$ cat src/rtl/fifo_wr_arbiter.sv
// rtl/fifo_wr_arbiter.sv - round-robin burst arbiter sharing one FIFO write port among N_REQ producers
// Two-state FSM: IDLE picks the next owner (one-cycle bubble), OWN passes the owner's data straight through.
module fifo_wr_arbiter #(
  parameter int N_REQ     = 4,
  parameter int DATA_W    = 4,
  parameter int MAX_BURST = 4
) (
  input  logic                      clk,
  input  logic                      rst,
  input  logic [N_REQ-1:0]          req,
  input  logic [N_REQ*DATA_W-1:0]   req_data,
  output logic [N_REQ-1:0]          gnt,
  input  logic                      fifo_full,
  output logic                      fifo_write_en,
  output logic [DATA_W-1:0]         fifo_write_data,
  output logic [$clog2(N_REQ)-1:0]  owner,
  output logic                      busy
);

  localparam int OWNER_W = $clog2(N_REQ);
  localparam int BURST_W = (MAX_BURST > 1) ? $clog2(MAX_BURST) : 1;
  localparam logic [OWNER_W-1:0] LAST_IDX  = OWNER_W'(N_REQ - 1);
  localparam logic [BURST_W-1:0] LAST_BEAT = BURST_W'(MAX_BURST - 1);

  typedef enum logic {IDLE, OWN} state_t;

  state_t               state_q, state_d;
  logic [OWNER_W-1:0]   owner_q, owner_d;
  logic [OWNER_W-1:0]   rr_ptr_q, rr_ptr_d;
  logic [BURST_W-1:0]   burst_cnt_q, burst_cnt_d;
  logic [OWNER_W-1:0]   pick;
  logic [OWNER_W-1:0]   scan_idx;
  logic                 owner_req;

  // Scan downward so the lowest offset from rr_ptr is the last (winning) assignment.
  always_comb begin
    pick     = rr_ptr_q;
    scan_idx = '0;
    for (int k = N_REQ - 1; k >= 0; k--) begin
      scan_idx = OWNER_W'((int'(rr_ptr_q) + k) % N_REQ);
      if (req[scan_idx]) pick = scan_idx;
    end
  end

  assign owner_req = req[owner_q];

  always_ff @(posedge clk) begin
    if (rst) begin
      state_q     <= IDLE;
      owner_q     <= '0;
      rr_ptr_q    <= '0;
      burst_cnt_q <= '0;
    end else begin
      state_q     <= state_d;
      owner_q     <= owner_d;
      rr_ptr_q    <= rr_ptr_d;
      burst_cnt_q <= burst_cnt_d;
    end
  end

  always_comb begin
    state_d         = state_q;
    owner_d         = owner_q;
    rr_ptr_d        = rr_ptr_q;
    burst_cnt_d     = burst_cnt_q;
    gnt             = '0;
    fifo_write_en   = 1'b0;
    fifo_write_data = '0;
    owner           = '0;
    busy            = 1'b0;

    case (state_q)
      IDLE: begin
        if (|req) begin
          owner_d     = pick;
          burst_cnt_d = '0;
          state_d     = OWN;
        end
      end
      OWN: begin
        busy            = 1'b1;
        owner           = owner_q;
        fifo_write_data = req_data[owner_q*DATA_W +: DATA_W];
        fifo_write_en   = owner_req && !fifo_full;
        gnt[owner_q]    = fifo_write_en;
        if (fifo_write_en) burst_cnt_d = burst_cnt_q + BURST_W'(1);
        // A stall (full with req held) keeps the tenure; only a drop or the last beat ends it.
        if (!owner_req || (fifo_write_en && burst_cnt_q == LAST_BEAT)) begin
          state_d  = IDLE;
          rr_ptr_d = (owner_q == LAST_IDX) ? '0 : owner_q + OWNER_W'(1);
        end
      end
      default: state_d = IDLE;
    endcase

    // Reset cycle aborts any tenure: nothing may be written or advertised.
    if (rst) begin
      gnt             = '0;
      fifo_write_en   = 1'b0;
      fifo_write_data = '0;
      owner           = '0;
      busy            = 1'b0;
    end
  end

endmodule

$ cat config.mk
export PLATFORM = sky130hd
export DESIGN_NAME = fifo_wr_arbiter
export DESIGN_NICKNAME = d
export VERILOG_FILES = /design/src/rtl/fifo_wr_arbiter.sv
export SDC_FILE = /design/constraint.sdc
export NUM_CORES = 1
export LEC_CHECK = 0
export BUFFER_PORTS_ARGS = -buffer_cell sky130_fd_sc_hd__buf_4
export CAP_MARGIN = 20
export CORE_UTILIZATION = 44
export CTS_CLUSTER_SIZE = 8
export DETAILED_ROUTE_END_ITERATION = 12
export MAX_ROUTING_LAYER = met4
export PLACE_DENSITY = 0.77
export SYNTH_ARGS = -nofsm -noshare
export SYNTH_HDL_FRONTEND = slang
export SYNTH_SLANG_ARGS = --single-unit
$ cat constraint.sdc
create_clock -name clk -period 1.84 [get_ports clk]
set_input_delay 0.184 -clock clk [delete_from_list [all_inputs] [get_ports clk]]
set_output_delay 0.184 -clock clk [all_outputs]
set_load 0.01 [all_outputs]
==> summary.md, run 1 <==
| Metric | Value |
|---|---|
| TritonRoute pass-1 iters | `4` |
| Die W | `between 40 and 50 um` |
| Max Cap Viol | `0` |
| DR vias | `about 720` |
| DRC | `0` |
| CTS tree | `built` |
| Post-Place Cell Area | `962.2 um2` |
| Most common cell after layout, fill and taps aside | `buf_4` |
| Row count | `14` |
| Largest net degree at the start of global routing | `13` |
| Sequential power share | `34.8%` |
| Sw Pwr | `172.4 uW` |
| Syn Inst Count | `between 70 and 80` |
| Crit Path Category | `reg -> out` |
| Initial antenna violation count | `0` |
| Root buf cell | `clkbuf_4` |
| Tightest Pin Transition | `0.6070 ns` |
| Total Power | `about 530 uW` |
| Gpl congestion | `~0.74` |
| Clock power share | `28.8%` |
| Crit end category | `output port` |
| Post CTS Setup Buffer Count | `0` |
| Worst Hold Launch | `rst` |
| Full die area | `between 0.0015 and 0.002 mm2` |
| Total clock sinks | `7` |
| Final Hold Vio Count | `0` |
| Logic pwr share | `between 30% and 40%` |
| Synthesized Nets | `approximately 100` |
| DPL Wire Length | `approximately 1.5 mm` |
| # setup viols final | `0` |
| EDFF count, synth | `0` |
| Power Internal | `around 360 uW` |
| Layout cells sized above 1 | `between 40% and 50%` |
| Worst r2r src | `owner_q[0]` |
| Pwr/cell area | `520.9 mW/mm2` |
| Place WS | `a little over 0.1 ns` |
| Max Fclk | `561.2 MHz` |
| All-Layer GR Usage | `between 20% and 30%` |
| Tmin final | `1.782 ns` |
| Chip Height | `about 42 um` |
| Area delta synth->final | `43.79%` |
| Initial DRC Count | `10` |
| Setup crit start | `owner_q[0]` |
| CTS Buffer Depth | `2` |
| Worst Path Required | `1.66 ns` |
| Num ports | `35` |
| IO Port Bufs | `34` |
| Core Box Area | `about 0.0015 mm2` |
| Final wirelength | `1.887 mm` |
| Fillers | `120` |
| Register area share after synthesis | `between 15 and 20%` |
| GR Overflow Total | `0` |
| Outcome | `complete, no violations` |
| Worst-Skew Late Latency | `about 0.26 ns` |
| Max IR drop VDD | `about 0.33 mV` |
| Wire length on met2 | `~1000 um` |
| Antenna viol nets, final | `0` |
| Synth top area share | `19.86%` |
| Setup_tns | `0 ns` |
| Ant. Diodes | `0` |
| Multi-input logic area | `roughly 540 um2` |
| Ys async rst share | `0%` |
| Synth Cell Area | `roughly 710 um2` |
| Top post-synthesis cells by area | `dfxtp_1, mux4_1, ha_1` |
| Drt via density | `approximately 5.7` |
| Clock-pin slew on the worst setup and hold paths | `0.06 ns` |
| Final worst setup slack | `approximately 0.058 ns` |
| CP Launch Type | `register` |
| Layout Skew | `0.001072 ns` |
| Switching Share | `32.62%` |
| Worst reg2reg setup slack | `0.37 ns` |
| CTS HTree Levels | `1` |
| DR WL/cell | `15.10 um` |
| Ys flop type | `dfxtp_1` |
| Yosys cell types | `31` |
| CP arrival | `between 1.5 and 2 ns` |
| Synthesized flop and latch total | `7` |
| Worst hold-check path type | `in -> reg` |
| Lkg Pwr | `0.4860 nW` |
| TritonCTS Buffers | `3` |
| Vias in the first global route | `744` |
| Hold-fix buffers, CTS | `0` |
| Period Utilization, post-route | `between 90% and 100%` |
| Met3 WL | `56 um` |
| Top cell type by total area after synthesis | `dfxtp_1` |
| Synthesized area per cell | `just under 10 um2` |
| Routed met1 length | `around 800 um` |
| Post-route cell area | `just over 0.001 mm2` |
| Max Slew Vio Count | `0` |
| NumNets Final | `~140` |
| Initial Util | `between 40% and 50%` |
| First-pass GRT wire length | `3.194 mm` |
| Most frequent cells in the layout | `buf_4, inv_1, nand2_1, ha_1, dfxtp_1` |
| Register area | `145.1 um2` |
| DR top layer | `met4` |
| Rel. slew slack | `59.09%` |
| Synth warn | `0` |
| CP Max Fanout | `12` |
## cells by family (layout without fill, tap and decap cells)
kind of cell,Yosys count,in the layout,synth area share [%]
and+or+nand+nor,30,30,26.42
buffers and inverters,8,44,6.383
DFF,7,7,19.86
AOI/OAI and AO/OA,16,16,16.67
muxes,7,7,21.81
adders and majority gates,5,5,8.865
## stage by stage
stage	hold WS, ns	std cells	utilization (%)
3_5_place_dp	0.4116	121	63.87
3_3_place_gp	0.4070	121	63.87
2_1_floorplan	0.2531	73	-
5_1_grt	0.1490	125	67.36
6_report	0.1486	125	67.36
4_1_cts	0.1345	125	66.45
## sequential cells by signal, indices dropped and copies added (netlist names)
signal / cells
rr_ptr_q: 2
owner_q: 2
state_q: 1
burst_cnt_q: 2
## routing by layer
layer / vias up / global-route usage [%]
met2: 21 / 43.13
met3: 5 / 3.017
met1: 340 / 27.82
li1: 351 / -
met5: - / -
met4: 0 / 10.00
## worst max-delay path, cell delays in order, from the launching register on
cell and delay, ns:
dfxtp_4 0.43, mux4_1 0.57, and3_1 0.20, buf_4 0.14
## power by group through the flow
stage               registers, mW  logic [mW]  clock network (mW)
floorplan                   0.177       0.118                   0
global placement            0.185       0.179                   0
detailed placement          0.186       0.185                   0
CTS                         0.184       0.189               0.151
global route                0.187       0.208               0.160
finish                      0.184       0.192               0.152
## cell usage after synthesis, drive strengths merged, types with 3 or more instances
master  number
a21oi        3
and2         4
and3         6
dfxtp        7
ha           5
inv          5
mux4         5
nand2        5
nor2         3
nor2b        4
o21ai        4
o41ai        3
## repair_timing
| item | CTS | global route |
|---|---|---|
| setup endpoints to repair | 8 | 4 |
| gates cloned | 0 | 0 |
| hold endpoints to repair | 0 | 0 |
| resized for setup | 3 | 5 |
## layout make-up
type                    count  area share (%)
well taps                  16           1.973
clock buffers               4           2.589
flip-flops and latches      7           14.30
inverters                   5           1.850
multi-input cells          58           53.39
repair buffers             35           25.89
## path summary, 6_finish.rpt
check / endpoint / cells past startpoint
worst max register to register: rr_ptr_q[1] / 4
worst min register to register: burst_cnt_q[0] / 1
worst max-delay path: fifo_write_data[1] / 3
worst min-delay path: owner_q[0] / 2
Power figures use the tool's default switching activity.
==> run 2, diff against run 1 <==
--- a/config.mk
+++ b/config.mk
@@ -7,11 +7,13 @@
 export LEC_CHECK = 0
 export BUFFER_PORTS_ARGS = -buffer_cell sky130_fd_sc_hd__buf_4
 export CAP_MARGIN = 20
-export CORE_UTILIZATION = 44
+export CORE_ASPECT_RATIO = 0.8
+export CORE_UTILIZATION = 40
+export CTS_CLUSTER_DIAMETER = 100
 export CTS_CLUSTER_SIZE = 8
 export DETAILED_ROUTE_END_ITERATION = 12
 export MAX_ROUTING_LAYER = met4
-export PLACE_DENSITY = 0.77
+export PLACE_DENSITY = 0.74
 export SYNTH_ARGS = -nofsm -noshare
 export SYNTH_HDL_FRONTEND = slang
 export SYNTH_SLANG_ARGS = --single-unit
==> constraint.sdc (replaced) <==
create_clock -name clk -period 1.6 [get_ports clk]
set_input_delay 0.16 -clock clk [delete_from_list [all_inputs] [get_ports clk]]
set_output_delay 0.16 -clock clk [all_outputs]
set_load 0.01 [all_outputs]
==> summary.md, run 2 (synthesized netlist as in run 1, its figures left out) <==
| Metric | Value |
|---|---|
| Outcome | `finished with violations` |
| Failing checks | `setup timing` |
| All-Layer GR Usage | `23.63% (-0.74 points)` |
| Fin cells | `134 (+7.2%)` |
| TritonCTS Buffers | `3 (unchanged)` |
| Die W | `48.96 um (+16%)` |
| DR vias | `753 (+5.0%)` |
| Tmin final | `1.701 ns` |
| Root buf cell | `clkbuf_4` |
| Initial DRC Count | `28 (+18)` |
| Hold-fix buffers, CTS | `0 (unchanged)` |
| DPL Wire Length | `1.510 mm (+3.6%)` |
| CTS tree | `built` |
| DRC | `0 (unchanged)` |
| Most frequent cells in the layout | `buf_4, buf_6` |
| Vias in the first global route | `728 (-2.2%)` |
| Tightest Pin Transition | `0.6019 ns (-0.005189 ns)` |
| Place WS | `-0.01918 ns (-0.1205 ns)` |
| Full die area | `0.001937 mm2 (+9.6%)` |
| Crit Path Category | `reg -> out` |
| Crit end category | `output port` |
| CP arrival | `1.54 ns (-0.06 ns)` |
| Period Utilization, post-route | `106.3%` |
| GR Overflow Total | `0 (unchanged)` |
| Chip Height | `39.57 um (-5.9%)` |
| CP Max Fanout | `5 (-7)` |
| Worst Path Required | `1.44 ns (-0.22 ns)` |
| Pwr/cell area | `584.0 mW/mm2 (+12%)` |
| Largest net degree at the start of global routing | `12 (-1)` |
| Row count | `13 (-1)` |
| Layout Skew | `0.008321 ns (+0.007249 ns)` |
| Initial Util | `42.96% (-3.9 points)` |
| First-pass GRT wire length | `3.215 mm (+0.66%)` |
| Clock-pin slew on the worst setup and hold paths | `0.06 ns (about the same)` |
| Most common cell after layout, fill and taps aside | `buf_4` |
| Final worst setup slack | `-0.1014 ns (-0.1596 ns)` |
| Placed Cells | `129 (+6.6%)` |
| Initial antenna violation count | `0 (unchanged)` |
| Worst-Skew Late Latency | `0.26 ns (about the same)` |
| RSZ-0062 raised after global routing | `yes` |
| Ant. Diodes | `0 (unchanged)` |
| Worst hold-check path type | `in -> reg` |
| DR WL/cell | `15.15 um (+0.35%)` |
| Drt via density | `5.619 (-2.0%)` |
| Antenna viol nets, final | `0 (unchanged)` |
| Area delta synth->final | `50.53%` |
| Num ports | `35 (unchanged)` |
| CP Launch Type | `register` |
| TritonRoute pass-1 iters | `4 (unchanged)` |
| Max IR drop VDD | `0.4080 mV (+23%)` |
| Final wirelength | `2.030 mm (+7.6%)` |
| Final Hold Vio Count | `0 (unchanged)` |
| # setup viols final | `9 (+9)` |
| Max Fclk | `about 590 MHz` |
| Total Power | `620.4 uW (+17%)` |
| NumNets Final | `141 (+2.2%)` |
| Layout cells sized above 1 | `53.57% (+6.8 points)` |
| IO Port Bufs | `34 (unchanged)` |
| Max Slew Vio Count | `0 (unchanged)` |
| Total clock sinks | `7 (unchanged)` |
| CTS HTree Levels | `1 (unchanged)` |
| Gpl congestion | `0.7773 (+4.9%)` |
| Lkg Pwr | `0.4983 nW (+2.5%)` |
| Core Box Area | `0.001643 mm2 (+9.1%)` |
| Rel. slew slack | `59.44% (+0.35 points)` |
| CTS Buffer Depth | `2 (unchanged)` |
| Biggest regs | `burst_cnt_q: 2 flops, owner_q: 2 flops, rr_ptr_q: 2 flops` |
| Max Cap Viol | `0 (unchanged)` |
run 2: changes by cell type in the layout (fill, tap and decap cells not counted), sizes merged:
cell / change
buf: +3
run 2: repair_timing:
| item | 4_1_cts | 5_1_grt |
|---|---|---|
| buffers inserted | 1 | 0 |
| pin swaps | 5 | 1 |
| setup endpoints to repair | 11 | 10 |
| gates resized for setup | 19 | 1 |
| endpoints found under the hold margin | 0 | 0 |
run 2: per-layer routing:
layer / vias to the layer above / track usage, % / part of all wire, %
met5: - / - / 0
met3: 0 / 7.752 / 4.4
li1: 356 / - / -
met4: 0 / 4.412 / 0
met2: 27 / 40.97 / 50
met1: 370 / 27.59 / 46
run 2: cell type report:
cell class | instances | area, um2
inverter | 5 | 18.77
multi-input combinational | 58 | 536.8
tap | 22 | 27.53
fill | 153 | 580.6
sequential | 7 | 145.1
timing repair buffer | 38 | 307.8
clock buffer | 4 | 26.28
run 2: final timing paths:
check | slack (ns) | from | end | cells past startpoint
worst max-delay path | -0.10 | owner_q[1] | gnt[0] | 5
worst min-delay path | 0.12 | rst | owner_q[0] | 2
worst max register to register | 0.09 | owner_q[0] | rr_ptr_q[1] | 4
worst min register to register | 0.48 | burst_cnt_q[1] | burst_cnt_q[1] | 2
run 2: through the flow:
stage	hold slack [ns]	cell area [um2]	TNS [ns]	util [%]
detailed placement	0.3797	984.7	-0.01918	59.94
finish	0.1168	1062	-0.7485	64.66
CTS	0.1097	1055	-0.7586	64.20
global placement	0.3756	984.7	0	59.94
floorplan	0.2291	705.7	0	-
global route	0.1236	1062	-1.121	64.66
run 2: critical path: stages, from the launching register on:
cell	delay, ns
dfxtp_2	0.34
mux4_2	0.53
nand3b_4	0.12
nor2_4	0.05
and2_4	0.14
buf_6	0.11
run 2: where the power goes:
part           internal [mW]  total (mW)  switching [mW]
sequential             0.189       0.211          0.0219
combinational          0.136       0.243           0.107
clock                 0.0956       0.167          0.0711
